**src/rtl/vga_timing_pkg.sv**
```systemverilog
// Shared 640x480@60 timing constants and region decode helpers for the VGA timing generator.
// All constants are 10-bit so counter comparisons stay width-matched.
package vga_timing_pkg;

    localparam logic [9:0] H_VISIBLE       = 10'd640;
    localparam logic [9:0] H_FP            = 10'd16;
    localparam logic [9:0] H_SYNC          = 10'd96;
    localparam logic [9:0] H_BP            = 10'd48;
    localparam logic [9:0] H_TOTAL         = 10'd800;

    localparam logic [9:0] V_VISIBLE       = 10'd480;
    localparam logic [9:0] V_FP            = 10'd10;
    localparam logic [9:0] V_SYNC          = 10'd2;
    localparam logic [9:0] V_BP            = 10'd33;
    localparam logic [9:0] V_TOTAL         = 10'd525;

    localparam logic [9:0] FRAME_TICK_LINE = 10'd481;

    localparam logic [9:0] H_SYNC_START    = H_VISIBLE + H_FP;
    localparam logic [9:0] H_BP_START      = H_SYNC_START + H_SYNC;
    localparam logic [9:0] H_LAST          = H_TOTAL - 10'd1;

    localparam logic [9:0] V_SYNC_START    = V_VISIBLE + V_FP;
    localparam logic [9:0] V_BP_START      = V_SYNC_START + V_SYNC;
    localparam logic [9:0] V_LAST          = V_TOTAL - 10'd1;

    typedef enum logic [1:0] {
        REGION_VISIBLE,
        REGION_FRONT_PORCH,
        REGION_SYNC,
        REGION_BACK_PORCH
    } region_t;

    function automatic region_t h_region(input logic [9:0] hx);
        region_t r;
        if (hx < H_VISIBLE)         r = REGION_VISIBLE;
        else if (hx < H_SYNC_START) r = REGION_FRONT_PORCH;
        else if (hx < H_BP_START)   r = REGION_SYNC;
        else                        r = REGION_BACK_PORCH;
        return r;
    endfunction

    function automatic region_t v_region(input logic [9:0] vy);
        region_t r;
        if (vy < V_VISIBLE)         r = REGION_VISIBLE;
        else if (vy < V_SYNC_START) r = REGION_FRONT_PORCH;
        else if (vy < V_BP_START)   r = REGION_SYNC;
        else                        r = REGION_BACK_PORCH;
        return r;
    endfunction

endpackage

```
**src/rtl/vga_timing_gen_div.sv**
```systemverilog
// pixel_tick_div: divides the system clock down to a one-clk-in-CLK_DIV pixel enable strobe.
module pixel_tick_div #(
    parameter int CLK_DIV = 4
) (
    input  logic clk,
    input  logic reset,
    output logic p_tick
);

    localparam int CW = (CLK_DIV > 1) ? $clog2(CLK_DIV) : 1;
    localparam logic [CW-1:0] DIV_LAST = CW'(CLK_DIV - 1);

    logic [CW-1:0] div_cnt;

    always_ff @(posedge clk or posedge reset) begin
        if (reset)
            div_cnt <= '0;
        else if (div_cnt == DIV_LAST)
            div_cnt <= '0;
        else
            div_cnt <= div_cnt + 1'b1;
    end

    // Gating with reset keeps the strobe low during reset even when CLK_DIV is 1.
    assign p_tick = (div_cnt == DIV_LAST) && !reset;

endmodule

```
**src/rtl/vga_timing_gen.sv**
```systemverilog
// VGA 640x480@60 timing generator: pixel divider, x/y raster counters, sync and frame strobes.
// Define VGA_TIMING_FRAMECNT_EN to build the 16-bit frame counter; otherwise frame_count is 0.
module vga_timing_gen #(
    parameter int CLK_DIV = 4
) (
    input  logic        clk,
    input  logic        reset,
    output logic        p_tick,
    output logic [9:0]  x,
    output logic [9:0]  y,
    output logic        video_on,
    output logic        hsync,
    output logic        vsync,
    output logic        frame_tick,
    output logic [15:0] frame_count
);

    import vga_timing_pkg::*;

    logic [9:0] x_next;
    logic [9:0] y_next;

    pixel_tick_div #(
        .CLK_DIV (CLK_DIV)
    ) u_div (
        .clk    (clk),
        .reset  (reset),
        .p_tick (p_tick)
    );

    always_comb begin
        x_next = x;
        y_next = y;
        if (p_tick) begin
            if (x == H_LAST) begin
                x_next = '0;
                y_next = (y == V_LAST) ? 10'd0 : y + 10'd1;
            end else begin
                x_next = x + 10'd1;
            end
        end
    end

    // Syncs and frame_tick decode the next-state counters so they switch on the same edge as x/y.
    always_ff @(posedge clk or posedge reset) begin
        if (reset) begin
            x          <= '0;
            y          <= '0;
            hsync      <= 1'b1;
            vsync      <= 1'b1;
            frame_tick <= 1'b0;
        end else begin
            x          <= x_next;
            y          <= y_next;
            hsync      <= (h_region(x_next) != REGION_SYNC);
            vsync      <= (v_region(y_next) != REGION_SYNC);
            frame_tick <= p_tick && (x_next == 10'd0) && (y_next == FRAME_TICK_LINE);
        end
    end

    assign video_on = (h_region(x) == REGION_VISIBLE) && (v_region(y) == REGION_VISIBLE);

`ifdef VGA_TIMING_FRAMECNT_EN
    logic [15:0] frame_cnt_q;

    always_ff @(posedge clk or posedge reset) begin
        if (reset)
            frame_cnt_q <= '0;
        else if (frame_tick)
            frame_cnt_q <= frame_cnt_q + 16'd1;
    end

    assign frame_count = frame_cnt_q;
`else
    assign frame_count = '0;
`endif

endmodule

```
**config.mk**
```make
export PLATFORM = sky130hd
export DESIGN_NAME = vga_timing_gen
export DESIGN_NICKNAME = d
export VERILOG_FILES = /design/src/rtl/vga_timing_pkg.sv /design/src/rtl/vga_timing_gen_div.sv /design/src/rtl/vga_timing_gen.sv
export SDC_FILE = /design/constraint.sdc
export NUM_CORES = 1
export LEC_CHECK = 0
export ABC_AREA = 0
export CORE_AREA = 4 4 66 68
export CTS_CLUSTER_DIAMETER = 120
export DETAILED_ROUTE_END_ITERATION = 8
export DIE_AREA = 0 0 70 72
export PLACE_DENSITY = 0.81
export SETUP_SLACK_MARGIN = 0.15
export SYNTH_ARGS = -nofsm -noshare
export SYNTH_HDL_FRONTEND = slang
export SYNTH_HIERARCHICAL = 1
export SYNTH_SLANG_ARGS = --single-unit
```
**constraint.sdc**
```tcl
create_clock -name clk -period 2.51 [get_ports clk]
set_input_delay 0.502 -clock clk [delete_from_list [all_inputs] [get_ports clk]]
set_output_delay 0.502 -clock clk [all_outputs]
set_load 0.01 [all_outputs]
```
-- Yosys cells after proc, flatten, opt, wreduce, memory -nomap -nowiden
Index checks and enable logic that the tools add are counted.
- logic and storage cells: 53
- input port bits: 2
- flip-flop bits (word level): 25
- output and inout port bits: 41
- equal/unequal tests: 6
- magnitude comparators: 12
- add/sub/neg operators: 3
- reductions and logical operators: 8
- mux-type cells: 18
- operator list (operator ; count):
    10-bit < comparator (second input constant) ; 6
    10-bit by 9-bit < comparator with 1-bit output (second input constant) ; 6
    10-bit 2-to-1 mux ; 5
    10-bit by 1-bit adder with 10-bit output (second input constant) ; 2
    10-bit == test (second input constant) ; 2
    2-bit 2-to-1 mux ; 9
    10-bit by 9-bit == test with 1-bit output (second input constant) ; 1
    10-bit logical NOT ; 1
    1-bit logical AND ; 4
    2-bit logical NOT ; 2
    1-bit 2-to-1 mux ; 4
    2-bit inequality test (second input constant) ; 2
    2-bit by 1-bit adder with 2-bit output (second input constant) ; 1
    2-bit == test (second input constant) ; 1
    1-bit logical NOT ; 1

-- Longest topological paths before layout
- depth after elaboration: 9
- gate-level depth with buffers: 8
- depth with buffers taken out: 7

-- Cells and area by module
Netlist, hierarchy kept.
- by module, submodules not included (module ; seq. area each (sq um) ; instances ; area each (sq um) ; cells an instance):
    vga_timing_gen ; 578.1 ; 1 ; 1512.7 ; 172
    pixel_tick_div ; 50.0 ; 1 ; 83.8 ; 6

-- Worst setup path before layout
No wires, ideal clock.
- path kind: reg2reg
- start point: reg x[0]
- end point: reg frame_tick
- stages on the path, launching flop included: 9
- library setup time: 0.067 ns
- arrival: 2.557 ns
- path slack: -0.114 ns
- data required time: 2.443 ns
- clock period less this slack: 2.624 ns
- path buffers: 2
- path through: dfrtp_1 ha_1 nand4bb_1 buf_2 or3_1 clkbuf_2 or4_1 a2111o_1 and4bb_2
- cells in the longest elaborated chain, start to end: 6
- elaborated cells between the ends (all ways): 10
- classes of those cells: add/sub (1); eq/ne (2); mux (4); reduce/logical (3)
- ends and longest elaborated chain (element ; RTL line ; text):
    start: declaration ; vga_timing_gen.sv:9 ; output logic [9:0] x,
    start signal: assignment ; vga_timing_gen.sv:53 ; x <= x_next;
    10-bit by 1-bit adder with 10-bit output / 10-bit == test (equally long branches) ; vga_timing_gen.sv:39, vga_timing_gen.sv:35 ;
    10-bit 2-to-1 mux ; vga_timing_gen.sv:35 ; if (x == H_LAST) begin
    10-bit 2-to-1 mux ; vga_timing_gen.sv:34 ; if (p_tick) begin
    10-bit logical NOT ; vga_timing_gen.sv:57 ; frame_tick <= p_tick && (x_next == 10'd0) && (y_next == FRAME_TICK_LINE);
    1-bit logical AND ; vga_timing_gen.sv:57 ;
    1-bit logical AND (*) ; vga_timing_gen.sv:57 ;
    end signal: assignment ; vga_timing_gen.sv:57 ;
    end: declaration ; vga_timing_gen.sv:14 ; output logic frame_tick,
Every way passes the cells marked *; elsewhere a longest branch is shown, timed or not.

-- Worst setup path in the final report
- start point: reg u_div.div_cnt[0]
- end point: reg frame_tick
- cells in the longest elaborated chain, start to end: 6
- elaborated cells between the ends (all ways): 8
- classes of those cells: eq/ne (2); mux (2); reduce/logical (4)
- ends and longest elaborated chain (element ; RTL line ; text):
    start: declaration ; vga_timing_gen_div.sv:13 ; logic [CW-1:0] div_cnt;
    start signal: assignment ; vga_timing_gen_div.sv:21 ; div_cnt <= div_cnt + 1'b1;
    2-bit == test (*) ; vga_timing_gen_div.sv:25 ; assign p_tick = (div_cnt == DIV_LAST) && !reset;
    1-bit logical AND (*) ; vga_timing_gen_div.sv:25 ;
    10-bit 2-to-1 mux ; vga_timing_gen.sv:34 ;
    10-bit logical NOT ; vga_timing_gen.sv:57 ;
    1-bit logical AND ; vga_timing_gen.sv:57 ;
    1-bit logical AND (*) ; vga_timing_gen.sv:57 ;
Marks and branches as above.

==> metrics.log <==
INFO  metric finalHoldViolations = 0
INFO  metric vias = 1,436
INFO  metric endpoint_kind = flip-flop
INFO  metric cap_violations = 0
INFO  metric totalNegativeSetupSlack = 0 ns
INFO  metric post-route-min-period = 2.47 ns
INFO  metric dieHeight = 72 um
INFO  metric yosysTopAreaCell = dfrtp_1
INFO  metric numPortBuffers = 26
INFO  metric flow.area_growth_from_synthesis = 33.9%
INFO  metric initial_core_util = 0.414
INFO  metric cts_tree = built
INFO  metric most-common-layout-cells = 25 x clkdlybuf4s50_1, 24 x buf_4, 21 x dfrtp_1
INFO  metric layout.cell_area.non_filler = about 2100 sq um
INFO  metric synth-simple-area-share = 0.284
INFO  metric worst_ir_drop_vdd = about 0.30 mV
INFO  metric yosys-mux-area-fraction = 0.00627
INFO  metric clk-insertion-delay-late = 0.27 ns
INFO  metric ys_seq_elements = 25
INFO  metric arrival_worst_endpoint = 2.68 ns
INFO  metric num_antenna_cells = 0
INFO  metric clock-skew-final = ~0.0062 ns
INFO  metric synth.distinct_cells = 47
INFO  metric clkSinkCount = 25
INFO  metric fraction_of_layout_instances_using_a_drive_strength_above_1 = 0.227
INFO  metric power-per-cell-area = 459 nW/um^2
INFO  metric estimated_wirelength_of_the_detail_placed_design = 2950 um
INFO  metric groute.usage.overall = 0.160
INFO  metric dieWidth = 70 um
INFO  metric finalSetupViolations = 0
INFO  metric ys_top_cells_by_area = dfrtp_1 36%, buf_4 7.5%, nand2_1 3.8%
INFO  metric seq_total_area_yosys = 0.393
INFO  metric combinational_family_with_the_most_area_after_synthesis = simple AND/OR/NAND/NOR gates
INFO  metric timing.fmax = 405 MHz
INFO  metric wl_per_cell = 14.6 um
INFO  metric power.static_leakage = 0.890 nW
INFO  metric detailed_place.area = about 2000 sq um
INFO  metric layout_commonest_cell = clkdlybuf4s50_1
INFO  metric grt_first_pass_wirelength = between 6000 and 7000 um
INFO  metric core-area = between 3000 and 4000 sq um
INFO  metric ctsLongestPathBuffers = 2
INFO  metric final_net_count = roughly 230
INFO  metric rsz_0062_raised_after_global_routing = yes
INFO  metric critPathMaxFanout = 3
INFO  metric setup.worst_path.class = flip-flop to flip-flop
INFO  metric critical_path_required = between 2 and 3 ns
INFO  metric finalCritPeriodShare = 0.983
INFO  metric outcome = completed
INFO  metric drt_pass1_iterations = 4
INFO  metric h-tree-depth = 1
INFO  metric number_of_global_route_vias_before_repair = 1,421
INFO  metric average_cell_area_after_synthesis = approximately 9 sq um
INFO  metric grt_start_max_net_pins = 24
INFO  metric synth_top_flop_cell = dfrtp_1
INFO  metric boundaryPins = 43
INFO  metric global_route_congestion_overflow_total = 0
INFO  metric die_outline_area = roughly 5000 sq um
INFO  metric number_of_max_slew_violations_in_the_final_report = 0
INFO  metric place.gp.congestion = 0.900
INFO  metric yosysTopAreaCellShare = 0.361
INFO  metric yosys.area_share.xor_xnor = 0.0439
INFO  metric detail_route.vias_per_cell = 5.22
INFO  metric async_flop_share = 1.00
INFO  metric synth_edf_count = 0
INFO  metric postSynthCellCount = roughly 180
INFO  metric ctsRootBufferMaster = clkbuf_8
INFO  metric area_fraction_in_compound_gates_after_synthesis = 0.115
INFO  metric drt-total-wl = 4030 um
INFO  metric drt_drc_violations_left = 0
INFO  metric rows = 23
INFO  metric timing.critical_path.from_type = flip-flop
INFO  metric antenna_violations_before_repair = 0
INFO  metric preCtsSetupSlack = -0.366 ns
INFO  metric cts.clk_slew.worst_paths = ~0.090 ns
INFO  metric synthesis.area = 1600 sq um
INFO  metric ant_nets = 0
INFO  metric type_of_the_worst_min_delay_path = input pin to asynchronous set/reset pin
INFO  metric cts-buffers-inserted = 3
INFO  metric drt_iter0_drc = 57
INFO  metric final.setup.worst_slack = 0.0429 ns
INFO  metric synthesis.yosys.warnings = 6
INFO  metric area_share_of_fa_ha_maj_cells_after_synthesis = 0.0313
[per-layer routing]
metal / wire, um / GRT usage / part of all wire
met1: 1820 / 0.218 / 0.45
met2: 1960 / 0.260 / 0.49
met3: 196 / 0.0291 / 0.049
met4: 43 / 0.0489 / 0.011
met5: 0 / 0 / 0
[per-stage QoR]
stage               std cells  hold WS (ns)   util  total power (W)
floorplan                 193         0.243      -         0.000640
global placement          270         0.414  0.524         0.000732
detailed placement        270         0.430  0.524         0.000741
CTS                       274         0.271  0.540         0.000982
global route              275         0.273  0.554          0.00103
finish                    275         0.269  0.554         0.000981
[state kept, by name, summed over array words and instances, names as in the netlist]
signal	flops
frame_tick	1
hsync	1
u_div/div_cnt	2
vsync	1
x	10
y	10
[final timing paths]
kind / startpoint / endpoint / slack, ns / depth (start not counted)
setup / recovery: u_div/div_cnt[0]$_DFF_PP0_ / frame_tick$_DFF_PP0_ / 0.04 / 7
min in group clk: u_div/div_cnt[0]$_DFF_PP0_ / u_div/div_cnt[0]$_DFF_PP0_ / 0.44 / 1
max in group asynchronous: reset / hsync$_DFF_PP1_ / 1.76 / 3
hold / removal: reset / u_div/div_cnt[1]$_DFF_PP0_ / 0.27 / 2
hold reg to reg: u_div/div_cnt[0]$_DFF_PP0_ / u_div/div_cnt[0]$_DFF_PP0_ / 0.44 / 1
setup reg to reg: u_div/div_cnt[0]$_DFF_PP0_ / frame_tick$_DFF_PP0_ / 0.04 / 7
[worst max-delay path, stage by stage (launching register included)]
cell and delay [ns]:
dfrtp_1 0.36, ha_2 0.18, nor2b_4 0.17, nand3b_1 0.15
or3_4 0.43, or4_4 0.49, a2111o_1 0.37, and4bb_2 0.27
[timing repair]
item	in CTS	in global routing
pin swaps	1	9
setup endpoints to repair	6	3
resized for setup	4	13
buffers inserted	0	1
hold buffers	0	0
[layout make-up]
type                    count  area, sq um
fillers                   357         1720
multi-input cells         133          900
flip-flops and latches     25          631
repair buffers             51          450
well taps                  50         62.6
inverters                  12         45.0
clock buffers               3         41.3
clock inverters             1         7.51
[Yosys cell counts, types with 2 or more instances]
| master | count |
|---|---|
| nor2_1 | 7 |
| nor3_1 | 6 |
| dfrtp_1 | 23 |
| clkbuf_1 | 2 |
| xor2_1 | 4 |
| o31ai_1 | 2 |
| nor3b_1 | 2 |
| xnor2_1 | 4 |
| nand4_1 | 7 |
| nand4b_1 | 5 |
| or4_1 | 5 |
| inv_1 | 12 |
| buf_4 | 16 |
| ha_1 | 4 |
| a21boi_0 | 2 |
| nand3_1 | 7 |
| nand2_1 | 16 |
| o21ai_0 | 10 |
| and3_1 | 2 |
| a21oi_1 | 4 |
| dfstp_2 | 2 |
| buf_2 | 4 |
| nor4_1 | 4 |
| or3_1 | 5 |
[logic make-up (layout without fill, tap and decap cells)]
family,Yosys count,count (layout)
AND/OR/NAND/NOR,76,76
buffers and inverters,35,67
AO/OA/AOI/OAI,28,28
flip-flops,25,25
XOR/XNOR,8,8
adder cells (fa/ha/maj),4,4
other,1,16
multiplexers,1,1
[power by group]
| group | internal (W) | switching [W] |
|---|---|---|
| clock | 0.000113 | 0.000131 |
| sequential | 0.000432 | 0.0000328 |
| combinational | 0.000133 | 0.000140 |
No activity file was read; power rests on OpenSTA's default activity.
